===== src/rtl/sram_ctrl_pkg.sv =====
// rtl/sram_ctrl_pkg.sv - shared types and helpers for the DE2 SRAM initiator
package sram_ctrl_pkg;

  localparam int SRAM_AW = 18;
  localparam int SRAM_DW = 16;
  localparam int ACCESS_CYCLES_DEF = 2;

  typedef enum logic [1:0] {IDLE, LO, HI, DONE} state_e;

  typedef struct packed {
    logic               ce_n;
    logic               we_n;
    logic               oe_n;
    logic               ub_n;
    logic               lb_n;
    logic               dq_oe;
    logic [SRAM_AW-1:0] addr;
    logic [SRAM_DW-1:0] dq;
  } pins_t;

  localparam pins_t PINS_RESET = '{ce_n: 1'b1, we_n: 1'b1, oe_n: 1'b1, ub_n: 1'b1,
                                   lb_n: 1'b1, dq_oe: 1'b0, addr: '0, dq: '0};

  // Pin image for the first cycle of a halfword phase.
  function automatic pins_t phase_pins(input logic hi, input logic wr,
                                       input logic [16:0] word, input logic [31:0] wdata,
                                       input logic [3:0] mask);
    pins_t p;
    p.ce_n  = 1'b0;
    p.we_n  = ~wr;
    p.oe_n  = wr;
    p.dq_oe = wr;
    p.addr  = {word, hi};
    p.dq    = wr ? (hi ? wdata[31:16] : wdata[15:0]) : '0;
    p.lb_n  = wr & ~(hi ? mask[2] : mask[0]);
    p.ub_n  = wr & ~(hi ? mask[3] : mask[1]);
    return p;
  endfunction

  // Strobes released; address and data keep their last value.
  function automatic pins_t release_pins(input pins_t p);
    pins_t r;
    r       = p;
    r.ce_n  = 1'b1;
    r.we_n  = 1'b1;
    r.oe_n  = 1'b1;
    r.ub_n  = 1'b1;
    r.lb_n  = 1'b1;
    r.dq_oe = 1'b0;
    return r;
  endfunction

endpackage


===== src/rtl/sram_ctrl.sv =====
// rtl/sram_ctrl.sv - 32-bit bus to 16-bit async SRAM initiator, two halfword phases
module sram_ctrl
  import sram_ctrl_pkg::*;
#(
  parameter int ACCESS_CYCLES = ACCESS_CYCLES_DEF
) (
  input  logic               io_clk,
  input  logic               io_reset,
  input  logic               io_sib_sel,
  input  logic               io_sib_write,
  input  logic [31:0]        io_sib_addr,
  input  logic [31:0]        io_sib_wdata,
  input  logic [3:0]         io_sib_mask,
  output logic [31:0]        io_sib_rdata,
  output logic               io_sib_ready,
  output logic               io_sib_resp,
  output logic [SRAM_AW-1:0] io_sram_addr,
  output logic [SRAM_DW-1:0] io_sram_dq_o,
  output logic               io_sram_dq_oe,
  input  logic [SRAM_DW-1:0] io_sram_dq_i,
  output logic               io_sram_ce_n,
  output logic               io_sram_we_n,
  output logic               io_sram_oe_n,
  output logic               io_sram_ub_n,
  output logic               io_sram_lb_n
);

  localparam logic [3:0] CNT_LOAD = 4'(ACCESS_CYCLES - 1);

  state_e      state_q;
  logic [3:0]  cnt_q;
  pins_t       pins_q;
  logic        write_q;
  logic [16:0] word_q;
  logic [31:0] wdata_q;
  logic [3:0]  mask_q;
  logic [31:0] rdata_q;
  logic        ready_q;

  logic unused_addr_bits;
  assign unused_addr_bits = ^{io_sib_addr[31:19], io_sib_addr[1:0]};

  always_ff @(posedge io_clk or negedge io_reset) begin
    if (!io_reset) begin
      state_q <= IDLE;
      cnt_q   <= '0;
      pins_q  <= PINS_RESET;
      write_q <= 1'b0;
      word_q  <= '0;
      wdata_q <= '0;
      mask_q  <= '0;
      rdata_q <= '0;
      ready_q <= 1'b0;
    end else begin
      ready_q <= 1'b0;
      case (state_q)
        IDLE: begin
          if (io_sib_sel) begin
            write_q <= io_sib_write;
            word_q  <= io_sib_addr[18:2];
            wdata_q <= io_sib_wdata;
            mask_q  <= io_sib_mask;
            cnt_q   <= CNT_LOAD;
            // Only writes may skip a halfword; reads always fetch both.
            if (!io_sib_write || (io_sib_mask[1:0] != 2'b00)) begin
              state_q <= LO;
              pins_q  <= phase_pins(1'b0, io_sib_write, io_sib_addr[18:2], io_sib_wdata, io_sib_mask);
            end else if (io_sib_mask[3:2] != 2'b00) begin
              state_q <= HI;
              pins_q  <= phase_pins(1'b1, io_sib_write, io_sib_addr[18:2], io_sib_wdata, io_sib_mask);
            end else begin
              state_q <= DONE;
              ready_q <= 1'b1;
            end
          end
        end
        LO, HI: begin
          if (cnt_q == 4'd0) begin
            if (!write_q) begin
              if (state_q == LO) rdata_q[15:0]  <= io_sram_dq_i;
              else               rdata_q[31:16] <= io_sram_dq_i;
            end
            if ((state_q == LO) && (!write_q || (mask_q[3:2] != 2'b00))) begin
              state_q <= HI;
              cnt_q   <= CNT_LOAD;
              pins_q  <= phase_pins(1'b1, write_q, word_q, wdata_q, mask_q);
            end else begin
              state_q <= DONE;
              ready_q <= 1'b1;
              pins_q  <= release_pins(pins_q);
            end
          end else begin
            cnt_q <= cnt_q - 4'd1;
            // Raise we_n one cycle early so address and data are held past the write edge.
            if (cnt_q == 4'd1) pins_q.we_n <= 1'b1;
          end
        end
        DONE:    state_q <= IDLE;
        default: state_q <= IDLE;
      endcase
    end
  end

  assign io_sib_rdata  = rdata_q;
  assign io_sib_ready  = ready_q;
  assign io_sib_resp   = 1'b1;
  assign io_sram_addr  = pins_q.addr;
  assign io_sram_dq_o  = pins_q.dq;
  assign io_sram_dq_oe = pins_q.dq_oe;
  assign io_sram_ce_n  = pins_q.ce_n;
  assign io_sram_we_n  = pins_q.we_n;
  assign io_sram_oe_n  = pins_q.oe_n;
  assign io_sram_ub_n  = pins_q.ub_n;
  assign io_sram_lb_n  = pins_q.lb_n;

endmodule


===== config.mk =====
export PLATFORM = sky130hd
export DESIGN_NAME = sram_ctrl
export DESIGN_NICKNAME = d
export VERILOG_FILES = /design/src/rtl/sram_ctrl_pkg.sv /design/src/rtl/sram_ctrl.sv
export SDC_FILE = /design/constraint.sdc
export NUM_CORES = 1
export LEC_CHECK = 0
export BUFFER_PORTS_ARGS = -buffer_cell sky130_fd_sc_hd__buf_2
export CAP_MARGIN = 10
export CORE_ASPECT_RATIO = 1.1
export CORE_MARGIN = 4
export CORE_UTILIZATION = 55
export DETAILED_ROUTE_END_ITERATION = 6
export PLACE_DENSITY = 0.85
export SYNTH_ARGS = -nofsm -noshare
export SYNTH_HDL_FRONTEND = slang
export SYNTH_SLANG_ARGS = --single-unit

===== constraint.sdc =====
create_clock -name io_clk -period 3.5 [get_ports io_clk]
set_input_delay 0.175 -clock io_clk [delete_from_list [all_inputs] [get_ports io_clk]]
set_output_delay 0.175 -clock io_clk [all_outputs]
set_load 0.02 [all_outputs]

# After elaboration in Yosys (flattened, before gate mapping)
# Index checks and enable logic that the tools add are counted.
# classes
eq_ne	10
n_bitwise	15
n_mux	28
addsub	1
n_reduce_logical	20
# op_table
operator	n
$mux 40	4
$pmux 40 s2	1
$mux 16	3
$mux 38	1
$reduce_and 4->1	4
$mux 4	3
$mux 1	10
$ne 3x3->1 const B	3
$not 1->1	9
$pmux 4 s2	1
$reduce_bool 2->1	4
$and 1x1->1	6
$mux 2	3
$ne 2x2->1 const B	3
$pmux 2 s3	1
$reduce_and 5->1	1
$eq 2x2->1 const B	2
$eq 4x1->1 const B	1
$logic_not 4->1	1
$reduce_and 2->1	2
$sub 4x1->4 const B	1
$reduce_and 3->1	1
$eq 2x1->1 const B	1
$logic_not 1->1	2
other kinds (5)	6
# word_totals
wordCells	91
regBits	133

# Logic depth before layout (Yosys ltp)
# Gate-level depths: netlist (run 1).
# logic_depth
depth_word	6
ltp_mapped	9
mapped_depth_nobuf	6

# Least setup slack after synthesis (run 1)
# Ideal clock, no wire load.
# synth_timing
path_type	register -> register
from	reg state_q[0]
to	reg rdata_q[16], in the netlist io_sib_rdata[16]
stages_incl_launch_ff	8
t_required_ns	3.375
slack_ns	1.233
arrival_ns	2.142
setup_ns	0.125
cell_sequence	dfrtp_1 inv_1 ha_1 clkbuf_1 clkinv_1 nor4_4 buf_8 mux2_4
# synth_between
elab_chain_cells	3
elab_cells_between_ends	5
classes_between	eq/ne (2); bitwise (1); reduce/logical (2)
# synth_rtl
element	line_no	rtl
start: declaration	sram_ctrl.sv:30	state_e state_q;
start signal: assignment	sram_ctrl.sv:45	state_q <= IDLE;
start signal: assignment	sram_ctrl.sv:66	state_q <= LO;
start signal: assignment	sram_ctrl.sv:69	state_q <= HI;
$eq 2x1->1 / $eq 2x2->1 (equally long branches)	sram_ctrl.sv:56, sram_ctrl.sv:80	
$reduce_or 2->1 / $not 1->1 (equally long branches)	--	
$reduce_and 4->1 (no source line) *	--	
end signal: assignment	sram_ctrl.sv:81	else rdata_q[31:16] <= io_sram_dq_i;
end: declaration	sram_ctrl.sv:37	logic [31:0] rdata_q;
# Mark *: on every way between the ends. The rest lies on a longest branch, timed or not.
# A chain may end at the register's enable or synchronous reset.

# Final worst setup path (run 1)
# layout_timing
from	reg state_q[0]
to	reg pins_q, in the netlist io_sram_addr[9]
# layout_between
elab_chain_cells	4
elab_cells_between_ends	12
classes_between	eq/ne (6); mux (1); reduce/logical (5)
# layout_rtl
element	line_no	rtl
$eq 2x1->1 / $eq 2x2->1 (equally long branches)	sram_ctrl.sv:56, sram_ctrl.sv:83	
$reduce_or 2->1 / $logic_and 1x1->1 (equally long branches)	sram_ctrl.sv:56, sram_ctrl.sv:83	
$ne 2x2->1 (no source line) / $reduce_bool 2->1 (equally long branches)	--	
$reduce_and 5->1 (no source line)	--	
end signal: assignment	sram_ctrl.sv:67	pins_q <= phase_pins(1'b0, io_sib_write, io_sib_addr[18:2], io_sib_wdata, io_sib_mask);
end signal: assignment	sram_ctrl.sv:86	pins_q <= phase_pins(1'b1, write_q, word_q, wdata_q, mask_q);
end signal: assignment	sram_ctrl.sv:90	pins_q <= release_pins(pins_q);
end: declaration	sram_ctrl.sv:32	pins_t pins_q;
# Several ways; a longest one is shown, not always the timed one.

==> flow_summary.toml, run 1 <==
[status]
outcome = "finished, final reports clean"

[cells_and_area]
layout_area_overhead_pct = 37.0
fillerInstances = 570
nets = 673
postLayoutCoreUtil = 0.768
post_route_cells_drive_above_1_share = 0.500

[timing]
setup_violations = 0
final_max_tran_viols = 0
maximum_achievable_frequency_ghz = 0.351
timing.final.crit_share = 0.815
fin_worst_skew_ps = 8.37
finalHoldViolCount = 0
least_margin_pin_slew_ps = 973
grt_setup_unrepaired = "no"
layout_min_cycle_time_ps = 2850
fin_setup_tns_ps = 0
worst_slew_margin_relative_to_its_limit = 0.348

[synth]
synth_top_cells_by_count = "sky130_fd_sc_hd__dfrtp_1 (110), sky130_fd_sc_hd__mux2_2 (89), sky130_fd_sc_hd__a221o_1 (17), sky130_fd_sc_hd__a22o_1 (17), sky130_fd_sc_hd__and2_1 (16)"
synth_area_leader = "sky130_fd_sc_hd__dfrtp_1"
seq_area_frac_synth = 0.550
postSynthRegisterBits = 115
ys_async_sr_fraction = 1.00
synth-warning-count = 0
count_of_flip_flops_with_a_built_in_enable_after_synthesis = 0
leading_post_synthesis_cells_by_cell_area = "sky130_fd_sc_hd__dfrtp_1 (52%), sky130_fd_sc_hd__mux2_2 (19%), sky130_fd_sc_hd__a221o_1 (3.2%), sky130_fd_sc_hd__mux2_4 (2.9%), sky130_fd_sc_hd__a22o_1 (2.8%)"
synth_nets = 470
synth_top_cell_area_share = 0.525
postSynthAreaPerCell_um2 = 13.9
synth_cell_types = 51
synth_area_um2 = 5240
yosys.cell_count.top_type = "sky130_fd_sc_hd__dfrtp_1"
postSynthCellCount = 378
synth-main-ff-cell = "sky130_fd_sc_hd__dfrtp_1"

[floorplanning]
die_w_um = 101
std_cell_rows = 37
die_h_um = 110
fp.dieArea_um2 = 11200
floorplan.initialDensity = 0.561
ioPinCount = 162
placeable_area_um2 = 9350

[detailed_routing]
detail_route.vias_per_cell = 5.68
routed_wire_length_per_instance_um = 19.4
remaining_drc_errors = 0
via_count = 4044
totalWireLength_um = 13800
final_antenna_net_count = 0
initialDrtViolationCount = 271
drt_first_pass_iters = 7

[pwr]
p_per_area_nw_per_um2 = 1040
net_switching_share_of_the_total_power = 0.366
static-leakage-power_nw = 3.47
share_clk_of_total_power = 0.227
relative_contribution_of_sequential_cells_to_total_power = 0.313
net-switching-power_w = 0.00273
logic_pwr_share = 0.460
max-vdd-ir-drop_v = 0.000526
p_int_w = 0.00474

[cts]
cts.reportedPaths.clkPinSlew_ps = 50
max-clock-path-buffers = 2
cts_root_buf = "sky130_fd_sc_hd__clkbuf_8"
total_cts_buffers = 17
worstSkewPairLatency_ps = 500
htree_depth = 4
numClockSinks = 115
cts_resized = 0
tritoncts = "yes"

[worst_setup_path]
critical_path.cell_chain = "inv_1 -> ha_1 -> nor2b_1 -> a31o_2 -> a211oi_4 -> buf_4 -> mux2_2"
reg2regPathDepth = 7
endpoint_kind = "flop"
ff2ff_setup_slack_ps = 650
worst_reg2reg_path_startpoint = "state_q[0]"
setup.worst_path.start = "state_q[0]"
worst-path-max-fanout = 23
required_ps = 3870
worstSetupStartpointType = "flop"
rr_endpoint = "io_sram_addr[9]"
worst_ep_arrival_time_ps = 3230
worst-setup-path-type = "reg -> reg"
delay_of_the_slowest_cell_on_the_worst_path_ps = 610
cp-endpoint = "io_sram_addr[9]"
worst_path_max_delay_cell = "sky130_fd_sc_hd__a211oi_4"

[place]
io_buffers = 145
place_congestion = 0.863
dpl.hpwl_um = 8530

[global_route]
grt.total_usage = 0.255
antenna_found_initial = 1
grt_start_max_net_pins = 66
global_route_wire_length_before_repair_um = 22500
globalRouteOverflowTotal = 0
first_global_vias = 4591

[worst_hold_path]
hp-class = "in -> reg"

[flow_run]
cap_violations = 0
## flip-flops by register name, indices dropped and copies added (netlist names)
register and count:
io_sram_ce_n 1, io_sram_ub_n 1, wdata_q 16, mask_q 2, io_sram_addr 18, io_sram_we_n 1
io_sram_dq_oe 1, io_sib_rdata 32, io_sram_dq_o 16, word_q 17, state_q 2, write_q 1
cnt_q 4, io_sram_lb_n 1, io_sram_oe_n 1, io_sib_ready 1
## metal layers
metal	part of all wire	global-route usage	vias to the layer above	routed length [um]
li1	-	-	1795	-
met1	0.37	0.276	2029	5110
met4	0.034	0.123	0	473
met3	0.055	0.0663	43	762
met2	0.54	0.452	177	7480
met5	0	0	-	0
## metrics by stage
| step | cells | hold WS, ps | cell area [um^2] | power [W] | setup slack, ps |
|---|---|---|---|---|---|
| floorplan | 378 | -121 | 5240 | 0.00479 | 1230 |
| global placement | 624 | 294 | 6030 | 0.00547 | 771 |
| detailed placement | 624 | 312 | 6030 | 0.00565 | 694 |
| CTS | 709 | 9.60 | 7160 | 0.00744 | 686 |
| global route | 712 | 32.7 | 7180 | 0.00785 | 484 |
| finish | 712 | 32.6 | 7180 | 0.00747 | 647 |
## cell usage in the layout (no fill, tap or decap), types with 2 or more instances in the layout
cell and instances:
sky130_fd_sc_hd__buf_2 144, sky130_fd_sc_hd__dfrtp_1 110, sky130_fd_sc_hd__mux2_2 89, sky130_fd_sc_hd__dlygate4sd3_1 53, sky130_fd_sc_hd__a221o_1 17, sky130_fd_sc_hd__a22o_1 17, sky130_fd_sc_hd__and2_1 16, sky130_fd_sc_hd__clkbuf_16 16
sky130_fd_sc_hd__nand2_1 14, sky130_fd_sc_hd__mux2_4 10, sky130_fd_sc_hd__buf_4 9, sky130_fd_sc_hd__clkbuf_8 8, sky130_fd_sc_hd__inv_1 7, sky130_fd_sc_hd__nor2_1 6, sky130_fd_sc_hd__mux2i_1 5, sky130_fd_sc_hd__dfstp_2 5
sky130_fd_sc_hd__a21oi_1 4, sky130_fd_sc_hd__nand2b_1 4, sky130_fd_sc_hd__mux2_1 4, sky130_fd_sc_hd__o22ai_1 4, sky130_fd_sc_hd__ha_1 4, sky130_fd_sc_hd__clkbuf_1 4, sky130_fd_sc_hd__nor2b_1 3, sky130_fd_sc_hd__o21ai_0 3
sky130_fd_sc_hd__nor3_1 3, sky130_fd_sc_hd__nor4_4 2, sky130_fd_sc_hd__o21a_1 2, sky130_fd_sc_hd__a31oi_1 2, sky130_fd_sc_hd__nand3_1 2, sky130_fd_sc_hd__clkinv_2 2, sky130_fd_sc_hd__bufinv_16 2, sky130_fd_sc_hd__buf_6 2
## cells by family after synthesis
family | synth area share
AOI/OAI and AO/OA | 0.0966
adders and majority gates | 0.00954
buffers and inverters | 0.0339
DFF | 0.550
muxes | 0.238
other | 0.000715
and+or+nand+nor | 0.0713
## layout make-up
type	instances	area [um^2]	share of cell area
flip-flops and latches	115	2880	0.402
inverters	8	30.0	0.00418
clock inverters	4	70.1	0.00976
well taps	117	146	0.0204
multi-input cells	231	2180	0.304
repair buffers	208	1340	0.187
clock buffers	28	526	0.0732
diodes	1	2.50	0.000348
## power by group through the flow
stage          registers, W  logic (W)  clock network, W
2_1_floorplan       0.00269    0.00209                 0
3_3_place_gp        0.00227    0.00320                 0
3_5_place_dp        0.00233    0.00332                 0
4_1_cts             0.00232    0.00339           0.00172
5_1_grt             0.00241    0.00367           0.00178
6_report            0.00234    0.00343           0.00170
## worst min path at each step
stage	from	slack, ps	cells past startpoint	end
after floorplan	io_reset	-120	0	cnt_q[0]
after global placement	io_reset	290	1	io_sram_addr[5]
after detailed placement	io_reset	310	1	io_sram_addr[3]
after CTS	io_sib_wdata[7]	10	3	io_sram_dq_o[7]
after global routing	io_sib_sel	30	3	io_sib_ready
final	io_sib_wdata[7]	30	3	io_sram_dq_o[7]
## what timing repair did
action                                  4_1_cts  5_1_grt
hold buffers                                 53        0
hold endpoints to repair                    127        0
setup buffers                                 0        0
endpoints found under the setup margin        0        0
## worst max-delay path, delay by kind of cell, from the launching register on
kind / cells / cell delay, ps
flip-flops: 1 / 380
buffers and inverters: 2 / 530
multiplexers: 1 / 390
AND/OR/NAND/NOR: 1 / 210
AO/OA/AOI/OAI: 2 / 890
adder cells (fa/ha/maj): 1 / 310
Note: power is estimated with default switching activity, not from simulation.
==> run 2: changes to the inputs <==
--- a/config.mk
+++ b/config.mk
@@ -5,13 +5,14 @@
 export SDC_FILE = /design/constraint.sdc
 export NUM_CORES = 1
 export LEC_CHECK = 0
+export ABC_AREA = 1
 export BUFFER_PORTS_ARGS = -buffer_cell sky130_fd_sc_hd__buf_2
 export CAP_MARGIN = 10
 export CORE_ASPECT_RATIO = 1.1
 export CORE_MARGIN = 4
-export CORE_UTILIZATION = 55
+export CORE_UTILIZATION = 47
 export DETAILED_ROUTE_END_ITERATION = 6
-export PLACE_DENSITY = 0.85
+export PLACE_DENSITY = 0.76
 export SYNTH_ARGS = -nofsm -noshare
 export SYNTH_HDL_FRONTEND = slang
 export SYNTH_SLANG_ARGS = --single-unit
==> constraint.sdc (replaced) <==
create_clock -name io_clk -period 2.3 [get_ports io_clk]
set_input_delay 0.115 -clock io_clk [delete_from_list [all_inputs] [get_ports io_clk]]
set_output_delay 0.115 -clock io_clk [all_outputs]
set_load 0.02 [all_outputs]
==> run 2 against run 1 <==
Compared with the run above:
- via count is 32% higher
- register-to-register slack worse by 540 ps
- worst hold slack better by 20 ps
- area after synthesis is 9.1% higher
- combinational power is 70% higher
- sequential cell count stayed put
- sequential share of layout area is 2.9 points lower
- routed wire length is 8.5% higher
- synthesized cell count is 80% higher
- clock power is 69% higher
- die area is 25% higher
- non-clock buffer count is 4 higher
==> flow_summary.toml, run 2 <==
[floorplanning]
die_w_um = 113
ioPinCount = 162
fp.dieArea_um2 = 14000
std_cell_rows = 42
placeable_area_um2 = 12000
floorplan.initialDensity = 0.477
die_h_um = 124

[timing]
least_margin_pin_slew_ps = 734
setup_violations = 0
worst_slew_margin_relative_to_its_limit = 0.510
final_max_tran_viols = 0
finalHoldViolCount = 0
finalWorstSetupSlack_ps = 106
maximum_achievable_frequency_ghz = 0.456
timing.final.crit_share = 0.954
layout_min_cycle_time_ps = 2190
fin_setup_tns_ps = 0
fin_worst_skew_ps = 6.71
grt_setup_unrepaired = "no"

[synth]
synth_area_leader = "sky130_fd_sc_hd__dfrtp_1"
postSynthAreaPerCell_um2 = 8.41
leading_post_synthesis_cells_by_cell_area = "sky130_fd_sc_hd__dfrtp_1 (48%), sky130_fd_sc_hd__nand2_1 (16%), sky130_fd_sc_hd__mux2_2 (6.5%), sky130_fd_sc_hd__nand3_1 (6.3%), sky130_fd_sc_hd__o21ai_0 (4.5%)"
synth_cell_types = 33
count_of_flip_flops_with_a_built_in_enable_after_synthesis = 0
postSynthRegisterBits = 115
yosys.cell_count.top_type = "sky130_fd_sc_hd__nand2_1"
postSynthCellCount = 680
synth_top_cells_by_count = "sky130_fd_sc_hd__nand2_1 (249), sky130_fd_sc_hd__dfrtp_1 (110), sky130_fd_sc_hd__nand3_1 (72), sky130_fd_sc_hd__o21ai_0 (51), sky130_fd_sc_hd__mux2_2 (33)"
synth-warning-count = 0
ys_async_sr_fraction = 1.00
synth_area_um2 = 5720
synth_top_cell_area_share = 0.481
seq_area_frac_synth = 0.504
synth-main-ff-cell = "sky130_fd_sc_hd__dfrtp_1"
synth_nets = 772

[worst_setup_path]
worst-path-max-fanout = 23
setup.worst_path.start = "state_q[1]"
worst_reg2reg_path_startpoint = "state_q[1]"
worst_ep_arrival_time_ps = 2540
endpoint_kind = "flop"
required_ps = 2640
ff2ff_setup_slack_ps = 110
worst-setup-path-type = "reg -> reg"
worstSetupStartpointType = "flop"

[detailed_routing]
drt_first_pass_iters = 6
final_antenna_net_count = 0
detail_route.vias_per_cell = 5.13
totalWireLength_um = 15000
routed_wire_length_per_instance_um = 14.5
via_count = 5321
initialDrtViolationCount = 320
remaining_drc_errors = 0

[global_route]
grt.total_usage = 0.219
grt_start_max_net_pins = 58
globalRouteOverflowTotal = 0
first_global_vias = 5239
antenna_found_initial = 0
global_route_wire_length_before_repair_um = 24600

[cts]
htree_depth = 4
cts.reportedPaths.clkPinSlew_ps = 50
max-clock-path-buffers = 2
total_cts_buffers = 17
cts_root_buf = "sky130_fd_sc_hd__clkbuf_16"
worstSkewPairLatency_ps = 410
tritoncts = "yes"
post_cts.repair.setup_buffers = 0
numClockSinks = 115

[cells_and_area]
postLayoutCoreUtil = 0.645
multi_input_comb_area_um2 = 2500
layout_area_overhead_pct = 35.2
fillerInstances = 956
layout.cells.most_common_list = "sky130_fd_sc_hd__nand2_1 (248), sky130_fd_sc_hd__buf_2 (144), sky130_fd_sc_hd__dfrtp_1 (110), sky130_fd_sc_hd__nand3_1 (72)"
largest_reg_flops = 32
mostFrequentLayoutCell = "sky130_fd_sc_hd__nand2_1"
layout.area.seq_um2 = 2880
stdcell_count = 1038
nets = 962
post_route_cells_drive_above_1_share = 0.279

[place]
place_congestion = 0.843
dpl_worst_slack_ps = 118
place.detailed.instances = 953
io_buffers = 145
dpl.hpwl_um = 9520

[pwr]
max-vdd-ir-drop_v = 0.000933
p_per_area_nw_per_um2 = 1570
static-leakage-power_nw = 4.09

[flow_run]
cap_violations = 0

[worst_hold_path]
holdCritStartpoint = "io_sib_mask[2]"
hp-class = "in -> reg"

[status]
outcome = "finished, final reports clean"
==> run 2: through the flow <==
stage / hold slack (ps) / power (W) / instance area [um^2]
2_1_floorplan: -181 / 0.00757 / 5720
3_3_place_gp: 219 / 0.00889 / 6560
3_5_place_dp: 221 / 0.00903 / 6560
4_1_cts: 50.0 / 0.0120 / 7710
5_1_grt: 89.5 / 0.0130 / 7730
6_report: 52.8 / 0.0121 / 7730
==> run 2: worst max-delay path, stage by stage, from the launching register on <==
cell	delay (ps)
sky130_fd_sc_hd__dfrtp_1	370
sky130_fd_sc_hd__inv_1	110
sky130_fd_sc_hd__ha_1	360
sky130_fd_sc_hd__nand2_1	190
sky130_fd_sc_hd__nand4_2	200
sky130_fd_sc_hd__nand2_4	210
sky130_fd_sc_hd__nor2_4	470
sky130_fd_sc_hd__nand2_1	130
sky130_fd_sc_hd__nand2_1	90
==> run 2: final cells by class <==
class | instances | share of cell area
antenna | 1 | 0.000324
multi-input combinational | 490 | 0.323
sequential | 115 | 0.373
timing repair buffer | 212 | 0.179
tap | 154 | 0.0249
clock buffer | 23 | 0.0605
clock inverter | 9 | 0.0228
inverter | 34 | 0.0165
==> run 2: kinds of logic after synthesis <==
logic type,count (synthesis),share of synthesized area
xor gates and xnor gates,2,0.00306
other,1,0.000656
and+or+nand+nor,377,0.292
DFF,115,0.504
adders and majority gates,4,0.00875
muxes,33,0.0650
buffers and inverters,76,0.0628
AOI/OAI and AO/OA,72,0.0641
==> run 2: per-layer routing <==
layer / wire length (um) / track usage / part of all wire / vias up
li1: - / - / - / 2588
met2: 7110 / 0.354 / 0.47 / 214
met4: 276 / 0.0902 / 0.018 / 0
met3: 1250 / 0.0641 / 0.084 / 21
met1: 6370 / 0.278 / 0.42 / 2498
met5: 0 / 0 / 0 / -
==> run 2: path summary, 6_finish.rpt <==
check | cells after the start | end
worst min register to register | 2 | io_sram_oe_n
worst min-delay path | 3 | mask_q[2]
max in group asynchronous | 3 | io_sram_we_n
worst max register to register | 8 | io_sram_addr[16]
min in group asynchronous | 2 | io_sram_dq_o[6]
worst max-delay path | 8 | io_sram_addr[16]
==> run 2: power by group <==
group	internal (W)	switching [W]	total, W	leakage (nW)
clock	0.00198	0.000890	0.00287	0.311
sequential	0.00297	0.000458	0.00343	1.40
combinational	0.00195	0.00387	0.00582	2.37
==> run 2: timing repair <==
item                                    4_1_cts  5_1_grt
hold buffers                                 51        0
endpoints found under the hold margin       120        0
resized for setup                             0        1
endpoints found under the setup margin        0       34
==> run 3: changes to the inputs <==
==> constraint.sdc (replaced) <==
create_clock -name io_clk -period 2.3 [get_ports io_clk]
set_input_delay 0.69 -clock io_clk [delete_from_list [all_inputs] [get_ports io_clk]]
set_output_delay 0.69 -clock io_clk [all_outputs]
set_load 0.02 [all_outputs]
==> run 3 against run 2 <==
Compared with the run above:
- first-iteration DRC count is 20% lower
- register-to-register slack improved by 50 ps
- critical path depth unchanged
- die area is the same
- combinational power shrank 2%
- maximum frequency grew 2.5%
- routed wire length decreased by 7.5%
- critical path type unchanged
==> flow_summary.toml, run 3 (synthesis results as in run 2) <==
[timing]
maximum_achievable_frequency_ghz = 0.467
hold-worst-slack_ps = 329
final_max_tran_viols = 0
fin_setup_tns_ps = 0
worst_slew_margin_relative_to_its_limit = 0.577
finalHoldViolCount = 0
setup_violations = 0
fin_worst_skew_ps = 6.42
layout_min_cycle_time_ps = 2140
grt_setup_unrepaired = "no"
timing.final.crit_share = 0.930
least_margin_pin_slew_ps = 635

[global_route]
grt.total_usage = 0.202
global_route_wire_length_before_repair_um = 22600
antenna_found_initial = 0
globalRouteOverflowTotal = 0
first_global_vias = 4734
grt_start_max_net_pins = 116

[detailed_routing]
drt_first_pass_iters = 5
detail_route.wirelength.met1_um = 5920
final_antenna_net_count = 0
initialDrtViolationCount = 256
detailroute.wirelength.met2_um = 6610
routed_wire_length_per_instance_um = 14.1
remaining_drc_errors = 0
via_count = 4980
totalWireLength_um = 13900
detail_route.vias_per_cell = 5.06
met3_wirelength_um = 1150
top_layer = "met4"

[cells_and_area]
post_route_cells_drive_above_1_share = 0.297
mostFrequentLayoutCell = "sky130_fd_sc_hd__nand2_1"
largest_reg_flops = 32
stdcell_count = 984
layout_area_overhead_pct = 26.0
design_area_um2 = 7210
layout.cells.most_common_list = "sky130_fd_sc_hd__nand2_1 (248), sky130_fd_sc_hd__buf_2 (144), sky130_fd_sc_hd__dfrtp_1 (110), sky130_fd_sc_hd__nand3_1 (72), sky130_fd_sc_hd__o21ai_0 (51)"
nets = 909

[worst_setup_path]
timing.critical_path.max_delay_family = "compound AO/OA/AOI/OAI gates"
worstSetupStartpointType = "flop"
worst-path-max-fanout = 23
required_ps = 2570
setup.worst_path.start = "state_q[0]"
cp_num_buf_inv = 3
ff2ff_setup_slack_ps = 160
reg2regPathDepth = 8
endpoint_kind = "flop"
rr_endpoint = "io_sram_dq_o[4]"
worst_ep_arrival_time_ps = 2410
worst-setup-path-type = "reg -> reg"
delay_of_the_slowest_cell_on_the_worst_path_ps = 420
worst_path_max_delay_cell = "sky130_fd_sc_hd__ha_1"
critical_path.cell_chain = "inv_1 -> ha_1 -> inv_2 -> o21ai_4 -> nand2_4 -> buf_4 -> o21ai_0 -> nand2_1"
worst_reg2reg_path_startpoint = "state_q[0]"

[status]
outcome = "finished, final reports clean"

[pwr]
relative_contribution_of_sequential_cells_to_total_power = 0.286
max-vdd-ir-drop_v = 0.000862
net_switching_share_of_the_total_power = 0.429
static-leakage-power_nw = 3.86
logic_pwr_share = 0.477
p_int_w = 0.00683
net-switching-power_w = 0.00513
p_per_area_nw_per_um2 = 1660
share_clk_of_total_power = 0.238

[cts]
tritoncts = "yes"
total_cts_buffers = 17
max-clock-path-buffers = 2
numClockSinks = 115
cts.hold.buffers_added = 0
cts.reportedPaths.clkPinSlew_ps = 50
cts_root_buf = "sky130_fd_sc_hd__clkbuf_16"
cts_resized = 0
worstSkewPairLatency_ps = 400
htree_depth = 4
post_cts.repair.setup_buffers = 0

[place]
placed_instance_area_um2 = 6540
place.detailed.instances = 951
place_congestion = 0.813
dpl.hpwl_um = 9340
io_buffers = 145

[floorplanning]
die_w_um = 113
floorplan.initialDensity = 0.477
std_cell_rows = 42
placeable_area_um2 = 12000
fp.dieArea_um2 = 14000
ioPinCount = 162
die_h_um = 124

[flow_run]
cap_violations = 0

[worst_hold_path]
hp-class = "in -> async"
==> run 3: cell types whose count changed in the layout (fill, tap and decap cells not counted), sizes merged <==
| cell | previous run | this run |
|---|---|---|
| buf | 161 | 159 |
| bufinv | 5 | 4 |
| clkinv | 3 | 1 |
| clkinvlp | 1 | 3 |
| dlygate4sd3 | 51 | 0 |
==> run 3: worst reg2reg max path: cells and delay by family, from the launching register on <==
family	cells	cell delay, ps
compound gates	2	480
flops	1	370
buf+inv	3	430
fa+ha+maj	1	420
simple gates	2	300
==> run 3: layer usage <==
metal  global-route usage  vias up
met1                0.260     2311
met3               0.0651       16
li1                     -     2475
met2                0.323      178
met4               0.0729        0
met5                    0        -
==> run 3: worst max-delay path by stage <==
stage                             to  slack, ps  depth (start not counted)
floorplan            io_sram_addr[0]        640                          8
global placement    io_sram_dq_o[15]        130                          8
detailed placement   io_sram_dq_o[0]        110                          8
CTS                  io_sram_dq_o[0]         80                          8
global route         io_sram_dq_o[4]         20                          8
finish               io_sram_dq_o[4]        160                          8
==> run 3: power groups by stage <==
| stage | Combinational [W] | Clock (W) | Sequential [W] |
|---|---|---|---|
| floorplan | 0.00354 | 0 | 0.00403 |
| global placement | 0.00553 | 0 | 0.00339 |
| detailed placement | 0.00563 | 0 | 0.00341 |
| CTS | 0.00566 | 0.00288 | 0.00341 |
| global route | 0.00636 | 0.00299 | 0.00352 |
| finish | 0.00570 | 0.00284 | 0.00342 |
==> run 3: final cells by class <==
type / count / area, um^2
fill: 1083 / 4770
sequential: 115 / 2880
multi-input combinational: 490 / 2500
timing repair buffer: 159 / 858
clock buffer: 23 / 498
tap: 154 / 193
clock inverter: 8 / 148
inverter: 34 / 128
antenna: 1 / 2.50
==> run 3: per-stage QoR <==
step	setup slack [ps]	util	power [W]
2_1_floorplan	639	-	0.00757
3_3_place_gp	131	0.546	0.00892
3_5_place_dp	106	0.546	0.00905
4_1_cts	76.4	0.600	0.0119
5_1_grt	16.6	0.602	0.0129
6_report	160	0.602	0.0120
